## config.mk

```make
export PLATFORM = sky130hd
export DESIGN_NAME = operand_fetch_flat
export DESIGN_NICKNAME = d
export VERILOG_FILES = /design/src/rtl/operand_fetch_pkg.sv /design/src/rtl/operand_fetch_if.sv /design/src/rtl/operand_fetch_scoreboard.sv /design/src/rtl/operand_fetch.sv /design/src/flat_wrapper.sv
export SDC_FILE = /design/constraint.sdc
export NUM_CORES = 1
export LEC_CHECK = 0
export CORE_MARGIN = 4
export CORE_UTILIZATION = 30
export DETAILED_ROUTE_END_ITERATION = 12
export HOLD_SLACK_MARGIN = 0.1
export PLACE_DENSITY = 0.56
export SETUP_SLACK_MARGIN = 0.15
export SYNTH_ARGS = -nofsm -noshare
export SYNTH_HDL_FRONTEND = slang
export SYNTH_SLANG_ARGS = --single-unit
```

## constraint.sdc

```tcl
create_clock -name clk -period 3.9 [get_ports clk]
set_input_delay 1.17 -clock clk [delete_from_list [all_inputs] [get_ports clk]]
set_output_delay 1.17 -clock clk [all_outputs]
set_load 0.005 [all_outputs]
```

## src/rtl/operand_fetch_pkg.sv

```systemverilog
// Shared types and widths for the operand-fetch stage.
//   XLEN       : default register data width
//   REG_ADDR_W : architectural register address width
//   state_t    : operand-fetch FSM state
//   instr_t    : latched instruction register fields
package operand_fetch_pkg;

    localparam int unsigned XLEN       = 32;
    localparam int unsigned REG_ADDR_W = 5;

    typedef enum logic [1:0] {
        IDLE  = 2'd0,
        STALL = 2'd1,
        HOLD  = 2'd2
    } state_t;

    typedef logic [REG_ADDR_W-1:0] reg_addr_t;

    typedef struct packed {
        reg_addr_t rs1;
        reg_addr_t rs2;
        reg_addr_t rd;
        logic      rd_wen;
    } instr_t;

endpackage

```

## src/rtl/operand_fetch_if.sv

```systemverilog
// Decode -> operand-fetch -> execute handshake bundle.
//   in_*  : decoded instruction from decode (valid/ready)
//   out_* : fetched operands to execute (valid/ready)
//   master: the decode/execute side; slave: operand_fetch
interface operand_fetch_if #(
    parameter int unsigned XLEN = operand_fetch_pkg::XLEN
);
    logic                          in_valid;
    logic                          in_ready;
    operand_fetch_pkg::reg_addr_t  in_rs1;
    operand_fetch_pkg::reg_addr_t  in_rs2;
    operand_fetch_pkg::reg_addr_t  in_rd;
    logic                          in_rd_wen;

    logic                          out_valid;
    logic                          out_ready;
    logic [XLEN-1:0]               out_rs1_val;
    logic [XLEN-1:0]               out_rs2_val;
    operand_fetch_pkg::reg_addr_t  out_rd;
    logic                          out_rd_wen;

    modport master (
        output in_valid, in_rs1, in_rs2, in_rd, in_rd_wen,
        input  in_ready,
        input  out_valid, out_rs1_val, out_rs2_val, out_rd, out_rd_wen,
        output out_ready
    );

    modport slave (
        input  in_valid, in_rs1, in_rs2, in_rd, in_rd_wen,
        output in_ready,
        output out_valid, out_rs1_val, out_rs2_val, out_rd, out_rd_wen,
        input  out_ready
    );
endinterface

```

## src/rtl/operand_fetch_scoreboard.sv

```systemverilog
// Pending-write scoreboard: one bit per architectural register.
//   set_en/set_addr : mark a register as awaiting writeback
//   clr_en/clr_addr : writeback completes for a register
//   query_*/busy_*  : pending status, already treating a same-cycle clear
//                     as done; a same-cycle set of the same register wins
module scoreboard
    import operand_fetch_pkg::*;
#(
    parameter int unsigned NREG = 32
) (
    input  logic      clk,
    input  logic      rst_n,
    input  logic      set_en,
    input  reg_addr_t set_addr,
    input  logic      clr_en,
    input  reg_addr_t clr_addr,
    input  reg_addr_t query_a,
    input  reg_addr_t query_b,
    input  reg_addr_t query_c,
    output logic      busy_a,
    output logic      busy_b,
    output logic      busy_c
);

    logic [NREG-1:0] pending;
    logic [NREG-1:0] pending_n;

    // Set is applied after clear so it wins; x0 never becomes pending.
    always_comb begin
        pending_n = pending;
        if (clr_en) pending_n[clr_addr] = 1'b0;
        if (set_en) pending_n[set_addr] = 1'b1;
        pending_n[0] = 1'b0;
    end

    always_ff @(posedge clk or negedge rst_n) begin
        if (!rst_n) pending <= '0;
        else        pending <= pending_n;
    end

    assign busy_a = pending[query_a] && !(clr_en && clr_addr == query_a);
    assign busy_b = pending[query_b] && !(clr_en && clr_addr == query_b);
    assign busy_c = pending[query_c] && !(clr_en && clr_addr == query_c);

endmodule

```

## src/rtl/operand_fetch.sv

```systemverilog
// Operand fetch stage: latches a decoded instruction, waits out RAW/WAW
// hazards against the pending-write scoreboard, reads the register file
// (with writeback bypass) and holds the operands until execute takes them.
//   clk, rst_n   : clock, async active-low reset
//   bus          : decode/execute handshake (slave side)
//   wb_*         : writeback request from execute
//   rf_read_*    : combinational register-file read ports
//   rf_write_*   : register-file write port (commits on posedge clk)
module operand_fetch #(
    parameter int unsigned XLEN = operand_fetch_pkg::XLEN,
    parameter int unsigned NREG = 32
) (
    input  logic                         clk,
    input  logic                         rst_n,
    operand_fetch_if.slave               bus,
    input  logic                         wb_valid,
    input  operand_fetch_pkg::reg_addr_t wb_rd,
    input  logic [XLEN-1:0]              wb_data,
    output operand_fetch_pkg::reg_addr_t rf_read_address_1,
    output operand_fetch_pkg::reg_addr_t rf_read_address_2,
    input  logic [XLEN-1:0]              rf_read_data_1,
    input  logic [XLEN-1:0]              rf_read_data_2,
    output operand_fetch_pkg::reg_addr_t rf_write_address,
    output logic [XLEN-1:0]              rf_write_value,
    output logic                         rf_write_enable
);
    import operand_fetch_pkg::*;

    state_t          state, state_n;
    instr_t          ir, ir_n, in_instr;
    logic            out_valid_n, out_rd_wen_n;
    logic [XLEN-1:0] out_rs1_n, out_rs2_n, op1, op2;
    reg_addr_t       out_rd_n;
    logic            set_en, busy_rs1, busy_rs2, busy_rd, hazard;

    scoreboard #(.NREG(NREG)) u_sb (
        .clk      (clk),
        .rst_n    (rst_n),
        .set_en   (set_en),
        .set_addr (ir.rd),
        .clr_en   (wb_valid),
        .clr_addr (wb_rd),
        .query_a  (ir.rs1),
        .query_b  (ir.rs2),
        .query_c  (ir.rd),
        .busy_a   (busy_rs1),
        .busy_b   (busy_rs2),
        .busy_c   (busy_rd)
    );

    assign in_instr = '{rs1: bus.in_rs1, rs2: bus.in_rs2, rd: bus.in_rd, rd_wen: bus.in_rd_wen};
    assign bus.in_ready = (state == IDLE) || (state == HOLD && bus.out_ready);
    assign hazard = busy_rs1 || busy_rs2 || (ir.rd_wen && busy_rd);

    assign rf_read_address_1 = ir.rs1;
    assign rf_read_address_2 = ir.rs2;
    assign rf_write_enable   = wb_valid && (wb_rd != '0);
    assign rf_write_address  = wb_rd;
    assign rf_write_value    = wb_data;

    // A same-cycle writeback has not reached the file yet, so forward it.
    assign op1 = (wb_valid && wb_rd == ir.rs1 && ir.rs1 != '0) ? wb_data :
                 (ir.rs1 == '0) ? '0 : rf_read_data_1;
    assign op2 = (wb_valid && wb_rd == ir.rs2 && ir.rs2 != '0) ? wb_data :
                 (ir.rs2 == '0) ? '0 : rf_read_data_2;

    always_ff @(posedge clk or negedge rst_n) begin
        if (!rst_n) begin
            state           <= IDLE;
            ir              <= '0;
            bus.out_valid   <= 1'b0;
            bus.out_rs1_val <= '0;
            bus.out_rs2_val <= '0;
            bus.out_rd      <= '0;
            bus.out_rd_wen  <= 1'b0;
        end else begin
            state           <= state_n;
            ir              <= ir_n;
            bus.out_valid   <= out_valid_n;
            bus.out_rs1_val <= out_rs1_n;
            bus.out_rs2_val <= out_rs2_n;
            bus.out_rd      <= out_rd_n;
            bus.out_rd_wen  <= out_rd_wen_n;
        end
    end

    // Next state and registered outputs.
    always_comb begin
        state_n      = state;
        ir_n         = ir;
        out_valid_n  = bus.out_valid;
        out_rs1_n    = bus.out_rs1_val;
        out_rs2_n    = bus.out_rs2_val;
        out_rd_n     = bus.out_rd;
        out_rd_wen_n = bus.out_rd_wen;
        set_en       = 1'b0;
        unique case (state)
            IDLE: begin
                if (bus.in_valid) begin
                    ir_n    = in_instr;
                    state_n = STALL;
                end
            end
            STALL: begin
                if (!hazard) begin
                    out_valid_n  = 1'b1;
                    out_rs1_n    = op1;
                    out_rs2_n    = op2;
                    out_rd_n     = ir.rd;
                    out_rd_wen_n = ir.rd_wen;
                    set_en       = ir.rd_wen && (ir.rd != '0);
                    state_n      = HOLD;
                end
            end
            HOLD: begin
                if (bus.out_ready) begin
                    out_valid_n = 1'b0;
                    if (bus.in_valid) begin
                        ir_n    = in_instr;
                        state_n = STALL;
                    end else begin
                        state_n = IDLE;
                    end
                end
            end
            default: state_n = IDLE;
        endcase
    end

endmodule

```

## src/flat_wrapper.sv

```systemverilog
// flat-port wrapper written by rule: the top's interface ports become plain ports
module operand_fetch_flat import operand_fetch_pkg::*;
#(
    parameter int unsigned XLEN = operand_fetch_pkg::XLEN,
    parameter int unsigned NREG = 32
)
  (clk, rst_n, wb_valid, wb_rd, wb_data, rf_read_address_1, rf_read_address_2, rf_read_data_1, rf_read_data_2, rf_write_address, rf_write_value, rf_write_enable, bus_in_valid, bus_in_rs1, bus_in_rs2, bus_in_rd, bus_in_rd_wen, bus_in_ready, bus_out_valid, bus_out_rs1_val, bus_out_rs2_val, bus_out_rd, bus_out_rd_wen, bus_out_ready);
  operand_fetch_if #(.XLEN(XLEN)) bus_i ();
  input  logic clk;
  input  logic rst_n;
  input  logic wb_valid;
  input  operand_fetch_pkg::reg_addr_t wb_rd;
  input  logic [XLEN-1:0] wb_data;
  output operand_fetch_pkg::reg_addr_t rf_read_address_1;
  output operand_fetch_pkg::reg_addr_t rf_read_address_2;
  input  logic [XLEN-1:0] rf_read_data_1;
  input  logic [XLEN-1:0] rf_read_data_2;
  output operand_fetch_pkg::reg_addr_t rf_write_address;
  output logic [XLEN-1:0] rf_write_value;
  output logic rf_write_enable;
  input wire logic [$bits(bus_i.in_valid)-1:0] bus_in_valid;
  input wire logic [$bits(bus_i.in_rs1)-1:0] bus_in_rs1;
  input wire logic [$bits(bus_i.in_rs2)-1:0] bus_in_rs2;
  input wire logic [$bits(bus_i.in_rd)-1:0] bus_in_rd;
  input wire logic [$bits(bus_i.in_rd_wen)-1:0] bus_in_rd_wen;
  output wire logic [$bits(bus_i.in_ready)-1:0] bus_in_ready;
  output wire logic [$bits(bus_i.out_valid)-1:0] bus_out_valid;
  output wire logic [$bits(bus_i.out_rs1_val)-1:0] bus_out_rs1_val;
  output wire logic [$bits(bus_i.out_rs2_val)-1:0] bus_out_rs2_val;
  output wire logic [$bits(bus_i.out_rd)-1:0] bus_out_rd;
  output wire logic [$bits(bus_i.out_rd_wen)-1:0] bus_out_rd_wen;
  input wire logic [$bits(bus_i.out_ready)-1:0] bus_out_ready;
  assign bus_i.in_valid = bus_in_valid;
  assign bus_i.in_rs1 = bus_in_rs1;
  assign bus_i.in_rs2 = bus_in_rs2;
  assign bus_i.in_rd = bus_in_rd;
  assign bus_i.in_rd_wen = bus_in_rd_wen;
  assign bus_in_ready = bus_i.in_ready;
  assign bus_out_valid = bus_i.out_valid;
  assign bus_out_rs1_val = bus_i.out_rs1_val;
  assign bus_out_rs2_val = bus_i.out_rs2_val;
  assign bus_out_rd = bus_i.out_rd;
  assign bus_out_rd_wen = bus_i.out_rd_wen;
  assign bus_i.out_ready = bus_out_ready;
  operand_fetch #(.XLEN(XLEN), .NREG(NREG)) u_core (.clk(clk), .rst_n(rst_n), .bus(bus_i), .wb_valid(wb_valid), .wb_rd(wb_rd), .wb_data(wb_data), .rf_read_address_1(rf_read_address_1), .rf_read_address_2(rf_read_address_2), .rf_read_data_1(rf_read_data_1), .rf_read_data_2(rf_read_data_2), .rf_write_address(rf_write_address), .rf_write_value(rf_write_value), .rf_write_enable(rf_write_enable));
endmodule
```

==> impl_metrics.csv <==
group,metric,value,unit
status,status,"complete, no violations",
clock_network,cts_root_buf,"clkbuf_16",
placement,placed_area,9730,µm²
setup_path,worst-endpoint-required,2.73,ns
floorplanning,rows,56,
timing,setup-violations-final,0,
setup_path,path_buf_inv,2,
global_routing,antenna_found_initial,0,
synth,syn_inst,644,
synth,yosysSeqAreaShare,41.5,%
drt,num_vias,5748,
timing,period_minus_slack,3.65,ns
synth,netlist_top_cells_area,"dfrtp_1 41%, mux2i_1 12%, mux2_4 7.7%",
clock_network,clk_latency,0.42,ns
timing,rsz0062_at_grt,"no",
clock_network,cts_resized,4,
clock_network,cts_num_sinks,120,
setup_path,critPathMaxFanout,2,
clock_network,cts_max_level,4,
placement,hpwl,17700,µm
placement,port_buffers,241,
clock_network,post-cts-setup-buffer-count,0,
setup_path,regToRegSetupSlack,0.66,ns
pwr,p_leak,4.20,nW
drt,route.detailed.drc,0,
timing,clock_skew,0.0114,ns
clock_network,tritoncts,"yes",
finish,num_antenna_cells,0,
synth,ys.flop_type,"dfrtp_1",
global_routing,grt_usage,17.5,%
timing,worst_pin_slew,0.711,ns
synth,async_flop_share,100,%
pwr,power_density,793,nW/µm²
synth,yosysTopAreaCellShare,41.5,%
floorplanning,pin_count,242,
drt,drt-wirelength-per-cell,20.5,µm
global_routing,grt_pass1_wl,35800,µm
setup_path,cpMaxStageDelayCell,"clkdlybuf4s50_1",
floorplanning,die_w,163,µm
setup_path,crit_path_max_incr_delay,0.42,ns
timing,maxSlewHeadroom,52.6,%
timing,min_period_over_period,93.7,%
synth,post_synth_num_cell_types,47,
finish,fill_cells,2244,
floorplanning,fp.coreArea,23600,µm²
pwr,ir_worst_vdd,0.000314,V
setup_path,end_kind,"output pin",
setup_path,path_cells,"clkdlybuf4s50_1 -> or3_4 -> o31a_1 -> dlygate4sd2_1",
synth,yosysTopAreaCell,"dfrtp_1",
setup_path,critPathLaunchType,"input pin",
drt,vias_per_cell,4.93,
timing,clock.fmax,274,MHz
clock_network,clockBufferDepth,2,
floorplanning,start_util,30.7,%
global_routing,grt_start_max_net_pins,59,
finish,register_area,3000,µm²
setup_path,crit_type,"in2out",
synth,synth_edf_count,0,
timing,setup_slack,0.246,ns
finish,multi_input_area,3650,µm²
pwr,power,0.00822,W
finish,final_cell_area,10400,µm²
floorplanning,die_h,163,µm
setup_path,crit_family,"buffers and inverters",
drt,ant_nets,0,
synth,netlist_area,7240,µm²
placement,dpl_worst_slack,-0.0739,ns
drt,drtIter0Drc,288,
synth,yosys_warnings,0,
finish,fin_nets,957,
synth,syn_area_per_cell,11.2,µm²
global_routing,grt_pass1_vias,5943,
placement,place_congestion,0.872,
floorplanning,dieArea,26700,µm²
drt,wl,24000,µm
global_routing,grt.overflow.total,0,
clock_network,postCtsHoldBufs,0,
worst_hold_path,min_path_type,"reg2reg",
finish,drive_gt1_share,19.7,%
timing,hold-worst-slack,0.500,ns
setup_path,cp_data_arrival_time,2.48,ns
drt,drt_first_pass_iters,6,
timing,final_hold_viol_count,0,
timing,slew_violations,0,
finish,utilization,43.9,%
synth,synth_nets,766,
finish,area_growth,43.1,%
flow_run,cap_violations,0,
clock_network,cts_buffers,17,
clock_network,cts.clk_slew.worst_paths,0.06,ns
synth,ys_ff_latch,120,
-- cells by family (layout without fill, tap and decap cells) --
group / count (synthesis) / after routing / synth area share [%]
multiplexers: 187 / 187 / 31.5
AND/OR/NAND/NOR: 136 / 136 / 8.95
flip-flops: 120 / 120 / 41.5
buffers and inverters: 99 / 303 / 8.40
AO/OA/AOI/OAI: 87 / 87 / 7.88
XOR/XNOR: 15 / 15 / 1.81
-- where the power goes --
group | switching, W | total [W] | internal [W]
clock network | 0.000639 | 0.00168 | 0.00104
logic | 0.00152 | 0.00396 | 0.00244
registers | 0.000715 | 0.00258 | 0.00187
-- cell usage in the layout, fill, tap and decap left out, types with 2 or more instances in the layout --
cell / Yosys / final
clkinv_4: 0 / 5
nand3b_1: 7 / 7
clkdlybuf4s50_1: 0 / 237
bufinv_16: 0 / 3
nand2b_1: 5 / 5
nand2_1: 15 / 15
inv_6: 0 / 6
or3b_2: 2 / 2
or3_1: 4 / 3
xnor2_1: 7 / 7
mux4_2: 13 / 13
nor2_1: 69 / 68
o21ai_0: 37 / 37
dlygate4sd2_1: 0 / 3
nor3b_1: 2 / 2
buf_4: 47 / 23
clkbuf_16: 0 / 17
o31ai_1: 31 / 31
buf_12: 0 / 5
and2_1: 3 / 3
and3_2: 0 / 2
nor2b_1: 4 / 4
nor4_1: 2 / 2
nand3_1: 11 / 11
mux2i_1: 89 / 89
xor2_1: 8 / 8
dfrtp_1: 120 / 120
a22oi_1: 3 / 3
mux2_2: 48 / 48
a21oi_1: 3 / 3
mux2_4: 37 / 37
inv_1: 3 / 3
nor3_1: 4 / 4
-- synthesized netlist by cell type, types with 8 or more instances --
library cell,instances
dfrtp_1,120
nand3_1,11
buf_2,12
buf_4,47
mux2_4,37
nor2_1,69
mux2_2,48
mux2i_1,89
clkbuf_1,23
o31ai_1,31
buf_1,8
nand2_1,15
xor2_1,8
o21ai_0,37
mux4_2,13
-- through the flow --
step                      setup TNS [ns]  cells
after floorplan                        0    644
after global placement           -0.0274   1135
after detailed placement           -1.76   1135
after CTS                              0   1167
after global routing                   0   1167
final                                  0   1167
-- layer usage --
layer  part of all wire (%)  track usage [%]  vias up
met3                    6.4             3.99       33
li1                       -                -     2666
met4                    2.0             5.53        0
met1                     43             22.9     2838
met5                      0                0        -
met2                     48             28.9      211
-- final timing paths --
kind | end | startpoint | depth (start not counted)
worst max-delay path | rf_write_enable | wb_rd[4] | 4
worst min register to register | u_core.bus.out_rs2_val[13]$_DFFE_PN0P_ | u_core.bus.out_rs2_val[13]$_DFFE_PN0P_ | 1
worst min-delay path | u_core.bus.out_rs2_val[13]$_DFFE_PN0P_ | u_core.bus.out_rs2_val[13]$_DFFE_PN0P_ | 1
min in group asynchronous | u_core.ir[5]$_DFFE_PN0P_ | rst_n | 1
worst max register to register | u_core.bus.out_rs2_val[29]$_DFFE_PN0P_ | u_core.ir[1]$_DFFE_PN0P_ | 8
max in group asynchronous | u_core.bus.out_rs1_val[0]$_DFFE_PN0P_ | rst_n | 2
-- worst register-to-register path: stages (launching register included) --
cell      delay (ns)
dfrtp_1         0.67
buf_4           0.29
mux2i_1         0.23
nor3b_1         0.07
o311ai_0        0.48
a31oi_1         0.21
or4_4           0.62
buf_4           0.25
mux2_4          0.31
-- cell type report --
cell class              count  area share, %
inverters                   3          0.109
clock inverters            14           1.80
clock buffers              18           4.24
repair buffers            268           25.8
flip-flops and latches    120           29.0
multi-input cells         425           35.2
well taps                 319           3.85
-- flip-flops by register name, indices dropped and copies added (netlist names) --
register / count
u_core.bus.out_rd: 5
u_core.bus.out_rs1_val: 32
u_core.ir: 6
u_core.state: 2
u_core.rf_read_address_2: 5
u_core.bus.out_rd_wen: 1
u_core.u_sb.pending: 31
u_core.bus.out_rs2_val: 32
u_core.rf_read_address_1: 5
u_core.bus.out_valid: 1
Power figures use the tool's default switching activity.
